--- src/rtl/sd_window_pkg.sv ---
// Shared types for the sigma-delta acquisition-window controller.
// Imported by the RTL, the readout-side sync logic and the testbench.
package sd_window_pkg;

  typedef enum logic [1:0] {
    IDLE  = 2'd0,
    CLEAR = 2'd1,
    COUNT = 2'd2,
    LATCH = 2'd3
  } sd_win_state_t;

endpackage

--- src/rtl/sd_window_ctrl_gray_counter.sv ---
// Ones counter with a gray-coded output. Async reset for power-on,
// synchronous clear so the controller can restart a window without glitching rst.
module gray_counter #(
  parameter int WIDTH = 16
) (
  input  logic             clk,
  input  logic             rst,
  input  logic             clr,
  input  logic             enable,
  output logic [WIDTH-1:0] gray
);

  logic [WIDTH-1:0] bin_q;

  always_ff @(posedge clk or posedge rst) begin
    if (rst) begin
      bin_q <= '0;
    end else if (clr) begin
      bin_q <= '0;
    end else if (enable) begin
      bin_q <= bin_q + WIDTH'(1);
    end
  end

  assign gray = bin_q ^ (bin_q >> 1);

endmodule

--- src/rtl/sd_window_ctrl.sv ---
// Acquisition-window controller: counts modulator ones over N cycles and
// hands the gray-coded result to a single-entry valid/ready output register.
module sd_window_ctrl
  import sd_window_pkg::*;
#(
  parameter int BIT_COUNT    = 16,
  parameter int WINDOW_WIDTH = 16
) (
  input  logic                    clk,
  input  logic                    reset,
  input  logic                    start,
  input  logic                    stop,
  input  logic                    continuous,
  input  logic [WINDOW_WIDTH-1:0] window_len,
  input  logic                    sd_bit,
  input  logic                    sample_ready,
  output logic [BIT_COUNT-1:0]    sample_gray,
  output logic                    sample_valid,
  output logic                    busy,
  output logic                    overrun,
  output sd_win_state_t           state
);

  // Output handshake: a transfer happens on any cycle with sample_valid &
  // sample_ready; sample_gray holds steady while sample_valid is high, and
  // sample_valid is driven only from flops (no path from sample_ready).

  sd_win_state_t           state_q, state_d;
  logic [WINDOW_WIDTH-1:0] len_q;
  logic [WINDOW_WIDTH-1:0] win_q;
  logic                    cont_q;
  logic                    accept, load, drop;
  logic [BIT_COUNT-1:0]    cnt_gray;

  gray_counter #(.WIDTH(BIT_COUNT)) u_ones (
    .clk    (clk),
    .rst    (reset),
    .clr    (state_q == CLEAR),
    .enable ((state_q == COUNT) && sd_bit),
    .gray   (cnt_gray)
  );

  always_ff @(posedge clk or posedge reset) begin
    if (reset) state_q <= IDLE;
    else       state_q <= state_d;
  end

  always_comb begin
    state_d = state_q;
    accept  = 1'b0;
    load    = 1'b0;
    drop    = 1'b0;
    case (state_q)
      IDLE: begin
        if (start && !stop && (window_len != '0)) begin
          accept  = 1'b1;
          state_d = CLEAR;
        end
      end
      CLEAR: state_d = stop ? IDLE : COUNT;
      COUNT: begin
        if (stop)             state_d = IDLE;
        else if (win_q == '0) state_d = LATCH;
      end
      LATCH: begin
        if (stop) begin
          state_d = IDLE;
        end else begin
          // A sample draining this very cycle frees the slot for the new one.
          if (!sample_valid || sample_ready) load = 1'b1;
          else                               drop = 1'b1;
          state_d = cont_q ? CLEAR : IDLE;
        end
      end
      default: state_d = IDLE;
    endcase
  end

  always_ff @(posedge clk or posedge reset) begin
    if (reset) begin
      len_q        <= '0;
      cont_q       <= 1'b0;
      win_q        <= '0;
      sample_gray  <= '0;
      sample_valid <= 1'b0;
      overrun      <= 1'b0;
      busy         <= 1'b0;
    end else begin
      busy <= (state_d != IDLE);
      if (accept) begin
        len_q  <= window_len;
        cont_q <= continuous;
      end
      if (state_q == CLEAR)      win_q <= len_q - WINDOW_WIDTH'(1);
      else if (state_q == COUNT) win_q <= win_q - WINDOW_WIDTH'(1);
      if (load) begin
        sample_gray  <= cnt_gray;
        sample_valid <= 1'b1;
      end else if (sample_valid && sample_ready) begin
        sample_valid <= 1'b0;
      end
      if (accept)    overrun <= 1'b0;
      else if (drop) overrun <= 1'b1;
    end
  end

  assign state = state_q;

endmodule

--- config.mk ---
export PLATFORM = sky130hd
export DESIGN_NAME = sd_window_ctrl
export DESIGN_NICKNAME = d
export VERILOG_FILES = /design/src/rtl/sd_window_pkg.sv /design/src/rtl/sd_window_ctrl_gray_counter.sv /design/src/rtl/sd_window_ctrl.sv
export SDC_FILE = /design/constraint.sdc
export NUM_CORES = 1
export LEC_CHECK = 0
export ABC_AREA = 1
export BUFFER_PORTS_ARGS = -buffer_cell sky130_fd_sc_hd__buf_4
export CAP_MARGIN = 0
export CORE_MARGIN = 8
export CORE_UTILIZATION = 42
export CTS_CLUSTER_DIAMETER = 200
export DETAILED_ROUTE_END_ITERATION = 8
export SYNTH_ARGS = -nofsm -noshare
export SYNTH_HDL_FRONTEND = slang
export SYNTH_HIERARCHICAL = 1
export SYNTH_SLANG_ARGS = --single-unit
--- constraint.sdc ---
create_clock -name clk -period 2.74 [get_ports clk]
set_clock_uncertainty 0.15 [all_clocks]
set_input_delay 0 -clock clk [delete_from_list [all_inputs] [get_ports clk]]
set_output_delay 0 -clock clk [all_outputs]
set_load 0.005 [all_outputs]
Word level (Yosys, flattened, before mapping). Cells that the tools add are included.

Eq/ne operators: 3. Add/subtract/negate cells: 3. Reductions and logical operators: 15. Mux-type cells: 23. Bitwise operators: 1.

Operator list (number): $mux W16 (4); $sub A16 B1 Y16 const B (2); $add A16 B1 Y16 const B (1); $logic_not A16 Y1 (1); $reduce_bool A16 Y1 (1); $xor A16 B15 Y16 (1); $mux W1 (14); $reduce_bool A2 Y1 (5); $mux W2 (4); $pmux W2 S4 (1); $eq A2 B2 Y1 const B (2); $logic_and A1 B1 Y1 (4); $eq A2 B1 Y1 const B (1); $logic_not A1 Y1 (2); $logic_not A2 Y1 (1); $logic_or A1 B1 Y1 (1).

Input bits: 23. Word-level logic and storage cells: 54. Register bits: 70.

Depth between registers and ports, before layout. Gate-level depths: netlist of run 1.

Word-level depth: 7. Depth in mapped cells: 15. Gate-level depth less buffers: 13.

Hierarchy. Netlist of run 1, hierarchy kept.

By module, submodules not included: sd_window_ctrl (instances 1, sequential area each 1351.3 um^2, area each 3010.4 um^2, cells each 387); gray_counter (instances 1, sequential area each 400.4 um^2, area each 1034.7 um^2, cells each 128).

Worst setup path before layout of run 1. Ideal clock, no wire load.

Path type: reg-to-reg. Start point: reg state_q[1], in the netlist state[1]. End point: reg win_q[14]. Data arrival time: 1.926 ns. Cell stages (with the launch flop): 15. Slack: 0.548 ns. Library setup time: 0.117 ns. Cell sequence: dfrtp_1 -> inv_1 -> ha_1 -> buf_6 -> buf_6 -> nand2_1 -> nand2_2 -> ha_1 -> nand3_4 -> nor2_8 -> nand3_2 -> nand2_1 -> nand2_1 -> nand2_1 -> nand2_1.

Longest elaborated chain between the ends: 2. Elaborated cells on any way between the ends: 4. Classes of those cells: eq/ne: 2; mux: 1; reduce/logical: 1.

Ends and longest elaborated chain: start, declared (RTL line sd_window_ctrl.sv:28) `sd_win_state_t state_q, state_d;`; start signal, assigned (RTL line sd_window_ctrl.sv:45) `else state_q <= state_d;`; $eq A2 B1 Y1 or $eq A2 B2 Y1 (tied branches) (RTL line sd_window_ctrl.sv:94, sd_window_ctrl.sv:95); $mux W16 or $reduce_bool A2 Y1 (tied branches); end signal, assigned (RTL line sd_window_ctrl.sv:94) `if (state_q == CLEAR) win_q <= len_q - WINDOW_WIDTH'(1);`; end signal, assigned (RTL line sd_window_ctrl.sv:95) `else if (state_q == COUNT) win_q <= win_q - WINDOW_WIDTH'(1);`; end, declared (RTL line sd_window_ctrl.sv:30) `logic [WINDOW_WIDTH-1:0] win_q;`.

Parallel ways exist; a longest one is shown, timed or not. A chain may end at the register's enable or synchronous reset.

Final worst setup path of run 1. Same ends and word-level chain as after synthesis.

==> flow_summary.toml, run 1 <==
[place]
place_inst = 683
place_ws_ps = 532
portBuffers = 43
place.gp.congestion = 0.892
hpwl_um = 7030

[sta]
timing.final.crit_share_pct = 81.2
setup_viol = 0
min_period_ps = 2230
final_max_slew_viol_count = 0
hold_viol_final = 0
tns_ps = 0
rsz0062_at_grt = "no"
setup_ws_ps = 515
fmax_ghz = 0.449
worstMarginPinSlew_ps = 672
slew-limit-headroom_pct = 55.1

[worst_setup_path]
criticalPathCategory = "register to register"
worstPathMaxFanout = 12
critPathRequiredTime_ps = 2840
crit_path_start_kind = "register"
arrival_ps = 2320
crit_path_end_kind = "register"

[global_routing]
antenna_found_initial = 0
grt.overflow.total = 0
grt_pass1_wl_um = 16200
grt_use_total_pct = 15.6
use_met1_pct = 19.3
grt_busiest_layer = "met2"
use_met3_pct = 3.43
grt_max_degree = 27
grt_pass1_vias = 3397
grt_use_met2_pct = 26.5

[die]
ios = 44
chipHeight_um = 114
core.rowCount = 36
die_x_um = 114
coreArea_um2 = 9550
fp.dieArea_um2 = 13000
initial_core_util_pct = 42.4

[layout]
area_growth_pct = 20.8
layout.nets = 626
drive_above_1_share_pct = 19.0
layout.cells.non_filler = 721
final_common_cell = "nand2_1"
antennaDiodeCount = 0
final_cell_mix = "nand2_1, dfrtp_1, nor2_1, inv_1, buf_4"

[routing]
routed-via-count = 3435
viasPerCell = 4.76
drtIter0Drc = 198
postRouteAntennaNets = 0
first_pass_iters = 4
drc = 0
wl_um = 9480
avgRoutedWirePerCell_um = 13.1

[cts]
clk_path_buf_depth = 2
clk_latency_ps = 350
cts-resized-gates = 0
cts_tree = "built"
cts_sinks = 70
path_clk_slew_ps = 80
cts_buffers = 9
clock-root-buffer = "clkbuf_8"
h-tree-depth = 3

[yosys]
syn_inst = 515
synth_top_area_share_pct = 43.3
yosysSeqAreaShare_pct = 43.3
synthesis.nets = 558
netlist_area_um2 = 4050
synth_cell_types = 32
synth.area.top_cells = "dfrtp_1, nand2_1, ha_1, nor2_1, inv_1"
yosysWarnings = 6
ys_seq_elements = 70
synth_largest_area_cell = "dfrtp_1"
avgSynthCellArea_um2 = 7.85

[power_and_ir_drop]
powerDensity_nw_per_um2 = 910
p_leak_uw = 0.00264
vdd_drop_max_mv = 0.464

[flow_run]
cap_violations = 0

[run_status]
outcome = "completed"

[hold_path]
min_path_type = "input pin to asynchronous set/reset pin"
Yosys cell counts:
cell,count
mux2_2,16
buf_4,1
dfrtp_1,70
o21ai_0,16
nand4_1,4
nor2_1,65
clkbuf_1,1
nor3_1,1
nand2_1,167
a2bb2oi_1,1
a21oi_1,12
xnor2_1,1
nand3_1,26
nor2_8,1
buf_6,5
inv_2,4
inv_4,1
o22ai_1,1
o21a_1,1
o21ai_1,14
xor2_1,1
nand2_2,11
nand3_4,2
nand2_4,1
inv_1,52
nor2_2,1
nand3_2,4
a22oi_1,1
buf_2,7
nor2_4,6
ha_1,20
a31oi_1,1
critical path, cell delays in order (launching register included):
cell and delay, ps:
dfrtp_1 420, inv_1 110, ha_1 270, inv_4 170, nand2_1 90, nand2_2 100, ha_1 240, nand3_4 130
nor2_8 170, nand3_2 70, nand2_1 60, nand2_1 40, nand2_1 50, nand2_1 50
sequential cells by signal, indices dropped and copies added (netlist names):
register and flops:
sample_gray 16, win_q 16, overrun 1, state 2, cont_q 1, u_ones/bin_q 16, sample_valid 1, len_q 16
busy 1
final timing paths:
kind	from	endpoint	slack [ps]	cells after the start
worst max register to register	state[1]	win_q[14]	510	13
worst max-delay path	state[1]	win_q[14]	510	13
worst min-delay path	reset	sample_gray[13]	30	3
worst min register to register	len_q[14]	len_q[14]	340	2
min in group clk	start	state[1]	50	8
max in group asynchronous	reset	len_q[6]	1780	4
logic make-up after synthesis:
logic type / after synthesis / share of synthesized area (%)
compound gates: 47 / 6.09
fa+ha+maj: 20 / 6.19
flops: 70 / 43.3
buf+inv: 71 / 7.89
xor+xnor: 2 / 0.433
mux: 16 / 4.45
simple gates: 289 / 31.6
per-stage QoR:
stage | hold WS [ps] | cell area, µm² | util, % | total power (µW)
5_1_grt | 64.6 | 4890 | 51.2 | 4880
2_1_floorplan | -236 | 4050 | - | 3170
3_3_place_gp | -162 | 4480 | 46.9 | 3590
3_5_place_dp | -151 | 4480 | 46.9 | 3630
6_report | 27.4 | 4890 | 51.2 | 4450
4_1_cts | 13.9 | 4890 | 51.2 | 4510
power breakdown:
part / internal (µW) / leakage, µW / total (µW) / switching [µW]
sequential: 1310 / 0.000922 / 1480 / 170
combinational: 732 / 0.00162 / 2150 / 1420
clock: 419 / 0.000100 / 820 / 401
area by class of cell:
cell class                 instances  area, µm²
sequential                        70       1750
fill                             935       4660
clock buffer                      10        128
multi-input combinational        374       1970
inverter                          57        216
clock inverter                     6       62.6
timing repair buffer              71        588
tap                              133        166
layer usage:
metal / vias up / part of all wire (%)
met5: - / 0
met4: 0 / 1.6
met3: 13 / 5.2
met2: 73 / 49
met1: 1597 / 44
li1: 1752 / -
timing repair:
action	4_1_cts	5_1_grt
hold buffers	22	0
setup buffers	0	0
hold endpoints to repair	93	0
Power figures use the tool's default switching activity.
==> run 2: changes to the inputs <==
Settings changed: ABC_AREA 1 to 0.
Clock period 2.74 ns to 1.9 ns, I/O delays scaled along.
==> run 2 against run 1 <==
The flow now finishes with violations (setup timing). Register-to-register slack got worse by 1000 ps. Sequential share of layout area decreased by 6.9 points. Global-route usage increased by 1.9 points. Core utilization up 14 points. Die area is 1.2% lower. First-iteration DRC count decreased by 26%. Critical endpoint is now win_q[11]. Largest cell class unchanged. Largest power group unchanged.
==> flow_summary.toml, run 2 <==
[run_status]
outcome = "finished, violations left"
violations = "setup timing"

[place]
place_ws_ps = -516
portBuffers = 43
place.gp.congestion = 0.849
hpwl_um = 7340
place_inst = 577
place_area_um2 = 4910

[layout]
layout.nets = 552
layout.cells.non_filler = 643
final_area_um2 = 6070
final_common_cell = "buf_4"
final_cell_mix = "buf_4, dfrtp_1, nor2_1, mux2_2, dlygate4sd3_1"
antennaDiodeCount = 0
area_growth_pct = 52.2
drive_above_1_share_pct = 50.6
num-fill-cells = 684

[routing]
viasPerCell = 5.22
wl_um = 11400
first_pass_iters = 4
avgRoutedWirePerCell_um = 17.8
drc = 0
routed-via-count = 3356
drtIter0Drc = 147
postRouteAntennaNets = 0

[cts]
cts_buffers = 9
clock-root-buffer = "clkbuf_8"
path_clk_slew_ps = 80
cts_tree = "built"
cts_sinks = 70
clk_latency_ps = 350
clk_path_buf_depth = 2
h-tree-depth = 3

[global_routing]
grt.overflow.total = 0
antenna_found_initial = 0
grt_max_degree = 39
grt_pass1_wl_um = 18200
grt_pass1_vias = 3649
grt_use_total_pct = 17.6

[yosys]
synthesis.nets = 402
synth.area.top_cells = "dfrtp_1, mux2_2, ha_1, nor2_1, xor2_1"
yosysSeqAreaShare_pct = 43.9
synth_cell_types = 57
async_flop_share_pct = 100
synth_top_area_share_pct = 43.9
avgSynthCellArea_um2 = 11.1
netlist_area_um2 = 3990
yosysMostFrequentCell = "dfrtp_1"
yosysWarnings = 6
syn_inst = 359
synth_largest_area_cell = "dfrtp_1"
synth_common_cells = "dfrtp_1, mux2_2, nor2_1, ha_1, nand2_1"
synth_ff_type = "dfrtp_1"
ys_seq_elements = 70
synth-edff-count = 0

[hold_path]
min_path_type = "input pin to asynchronous set/reset pin"

[sta]
tns_ps = -7990
setup_viol = 43
worstMarginPinSlew_ps = 695
timing.final.crit_share_pct = 127
fmax_ghz = 0.416
slew-limit-headroom_pct = 53.6
rsz0062_at_grt = "yes"
setup_ws_ps = -505
hold_viol_final = 0
final_max_slew_viol_count = 0
hold_ws_ps = 46.4
min_period_ps = 2410

[die]
die_x_um = 113
chipHeight_um = 113
initial_core_util_pct = 43.1
fp.dieArea_um2 = 12900
core.rowCount = 35
ios = 44
coreArea_um2 = 9240

[worst_setup_path]
arrival_ps = 2520
crit_path_end_kind = "register"
reg2regPathDepth = 10
criticalPathCategory = "register to register"
worstPathMaxFanout = 6
crit_path_start_kind = "register"
critPathRequiredTime_ps = 2020

[power_and_ir_drop]
powerDensity_nw_per_um2 = 1350
p_leak_uw = 0.00272
vdd_drop_max_mv = 0.801

[flow_run]
cap_violations = 0
==> run 2: report_power, final <==
part	internal, µW	switching (µW)
combinational	2480	2190
clock	610	602
sequential	1880	428
total	4970	3220
==> run 2: kinds of logic (layout without fill, tap and decap cells) <==
logic type | Yosys count | after routing | synth area share [%]
simple gates | 105 | 105 | 15.3
flops | 70 | 70 | 43.9
compound gates | 68 | 68 | 13.8
mux | 44 | 44 | 12.4
buf+inv | 33 | 188 | 4.02
fa+ha+maj | 20 | 20 | 6.28
xor+xnor | 19 | 19 | 4.17
==> run 2: final cells by class <==
cell class	instances	area (µm²)	area share [%]
multi-input cells	256	2520	41.5
flip-flops and latches	70	1750	28.9
repair buffers	155	1380	22.7
well taps	129	161	2.66
clock buffers	11	131	2.17
inverters	17	66.3	1.09
clock inverters	5	58.8	0.969
==> run 2: metrics by stage <==
stage          util, %  total power [µW]
2_1_floorplan        -              4300
3_3_place_gp      53.2              5560
3_5_place_dp      53.2              5660
4_1_cts           61.4              7650
5_1_grt           65.6              8660
6_report          65.6              8190
==> run 2: repair_timing <==
action | CTS | global route
setup buffers | 16 | 14
pin swaps | 36 | 37
cloned | 0 | 2
hold endpoints to repair | 92 | 0
resized for setup | 57 | 65
setup endpoints to repair | 28 | 59
hold buffers | 21 | 0
==> run 2: path summary, 6_finish.rpt <==
kind,end,start,slack (ps)
worst max-delay path,win_q[11],state[0],-510
worst min-delay path,sample_gray[5],reset,50
worst max register to register,win_q[11],state[0],-510
worst min register to register,overrun,overrun,350
max in group asynchronous,u_ones/bin_q[5],reset,980
min in group clk,u_ones/bin_q[0],sd_bit,50
==> run 2: layer usage <==
| layer | track usage (%) | up-vias | share of wire (%) |
|---|---|---|---|
| met5 | 0 | - | 0 |
| met4 | 7.64 | 0 | 1.8 |
| met3 | 2.75 | 16 | 3.9 |
| met2 | 28.5 | 67 | 47 |
| met1 | 22.8 | 1665 | 47 |
| li1 | - | 1608 | - |
==> run 2: critical path, cell delays in order, from the launching register on <==
cell and delay, ps:
dfrtp_2 430, ha_4 210, buf_8 150, buf_6 130
nor3_4 210, o22ai_2 140, or3_4 430, buf_4 180
nor3_4 170, a21oi_2 50, o221ai_1 70
==> run 3: changes to the inputs <==
Settings changed: PLACE_DENSITY from default to 0.64.
==> run 3 against run 2 <==
The run still ends with setup timing left. Largest cell class unchanged. Clock power rose by 9%. Routed wire length fell by 4.7%. Combinational power fell by 7.3%. Total power fell by 2.8%. Non-clock buffer count fell by 7. Highest routed layer unchanged. Global-route usage fell by 0.53 points. Sequential share of layout area rose by 1.2 points. Sequential power barely moved. Via count rose by 0.74%. Core utilization fell by 2.6 points. Register-to-register slack improved by 30 ps.
==> flow_summary.toml, run 3 (same netlist as run 2, synthesis figures left out) <==
[hold_path]
min_path_type = "input pin to register"
whs_path_depth = 5
min_from = "window_len[11]"
worstHoldEndpoint = "state[1]"

[worst_setup_path]
worstPathMaxFanout = 10
r2r-end = "win_q[15]"
reg2regPathDepth = 9
crit_path_end_kind = "register"
r2r_setup_slack_ps = -470
critPathRequiredTime_ps = 1990
criticalPathCategory = "register to register"
arrival_ps = 2460
regToRegStartpoint = "state[0]"
crit_path_start_kind = "register"

[sta]
hold_viol_final = 0
min_period_ps = 2370
worstMarginPinSlew_ps = 653
setup_ws_ps = -473
slew-limit-headroom_pct = 56.4
rsz0062_at_grt = "yes"
setup_viol = 24
timing.final.crit_share_pct = 125
final_max_slew_viol_count = 0
fmax_ghz = 0.421
hold_ws_ps = 26.2

[cts]
cts_tree = "built"
cts_buffers = 9
clk_path_buf_depth = 2
h-tree-depth = 3
path_clk_slew_ps = 90
clk_latency_ps = 360
cts_sinks = 70
clock-root-buffer = "clkbuf_8"

[power_and_ir_drop]
p_sw_share_pct = 39.7
internal-power_uw = 4800
p_leak_uw = 0.00264
power.share.clock_pct = 16.5
combPwrFrac_pct = 54.4
vdd_drop_max_mv = 0.771
seqPwrFrac_pct = 29.1
p_sw_uw = 3160
powerDensity_nw_per_um2 = 1370

[global_routing]
grt_pass1_wl_um = 17300
grt.overflow.total = 0
antenna_found_initial = 0
grt_use_total_pct = 17.0
grt_pass1_vias = 3417
grt_max_degree = 30

[routing]
avgRoutedWirePerCell_um = 17.1
wl_um = 10900
first_pass_iters = 4
drtIter0Drc = 147
viasPerCell = 5.32
postRouteAntennaNets = 0
drc = 0
routed-via-count = 3381

[die]
initial_core_util_pct = 43.1
coreArea_um2 = 9240
ios = 44
chipHeight_um = 113
die_x_um = 113
core.rowCount = 35
fp.dieArea_um2 = 12900

[run_status]
violations = "setup timing"
outcome = "finished, violations left"

[place]
place_ws_ps = -548
hpwl_um = 7320
place_area_um2 = 4880
place.gp.congestion = 0.887
portBuffers = 43
place_inst = 573

[layout]
final_area_um2 = 5820
layout.nets = 545
final_cell_mix = "buf_4, dfrtp_1, mux2_2, nor2_1, dlygate4sd3_1"
antennaDiodeCount = 0
layout.cells.non_filler = 636
final_common_cell = "buf_4"
drive_above_1_share_pct = 46.0
final_util_pct = 63.0
area_growth_pct = 46.0

[flow_run]
cap_violations = 0
==> run 3: cell count changes in the layout (fill, tap and decap cells not counted), moves of 5 or more <==
cell | previous run | this run
a21oi_1 | 8 | 15
a21oi_2 | 8 | 1
buf_6 | 20 | 15
mux2_2 | 21 | 34
mux2_4 | 13 | 0
==> run 3: how the worst max path moves through the flow <==
stage / startpoint / to / cells past startpoint
3_5_place_dp: state[1] / win_q[15] / 8
3_3_place_gp: state[1] / win_q[15] / 8
2_1_floorplan: state[1] / win_q[10] / 12
6_report: state[0] / win_q[15] / 9
5_1_grt: state[1] / win_q[15] / 10
4_1_cts: state[1] / win_q[10] / 9
==> run 3: power by group through the flow <==
| stage | sequential (µW) | combinational, µW | clock (µW) |
|---|---|---|---|
| after global placement | 2270 | 3210 | 0 |
| after floorplan | 2280 | 2020 | 0 |
| after detailed placement | 2270 | 3300 | 0 |
| after global routing | 2360 | 4660 | 1410 |
| final | 2320 | 4330 | 1320 |
| after CTS | 2280 | 3800 | 1340 |
==> run 3: layer usage <==
| metal | wire (µm) | track usage, % |
|---|---|---|
| met5 | 0 | 0 |
| met2 | 5350 | 27.7 |
| met1 | 4890 | 22.4 |
| met3 | 481 | 3.17 |
| met4 | 157 | 5.60 |
==> run 3: worst max-delay path: stages, from the launching register on <==
cell	delay (ps)
dfrtp_2	430
ha_4	200
buf_6	170
nor3_4	190
buf_4	150
o22ai_4	60
or3_4	450
nor2_4	140
mux2i_1	190
a22oi_1	100
==> run 3: layout make-up <==
type | count | area, µm²
clock buffer | 9 | 124
clock inverter | 7 | 86.3
fill | 720 | 3420
inverter | 17 | 63.8
multi-input combinational | 256 | 2350
sequential | 70 | 1750
tap | 129 | 161
timing repair buffer | 148 | 1280
==> run 3: timing repair <==
item,CTS,global route
resized for setup,38,31
hold buffers,21,0
cloned,0,1
pin swaps,15,22
setup buffers,13,14
endpoints found under the hold margin,92,0
endpoints found under the setup margin,29,44
==> run 3: stage by stage <==
step | total power, µW | TNS, ps
after floorplan | 4300 | -6050
after detailed placement | 5560 | -7460
after global placement | 5470 | -5960
after CTS | 7420 | -5740
final | 7960 | -6610
after global routing | 8430 | -9120
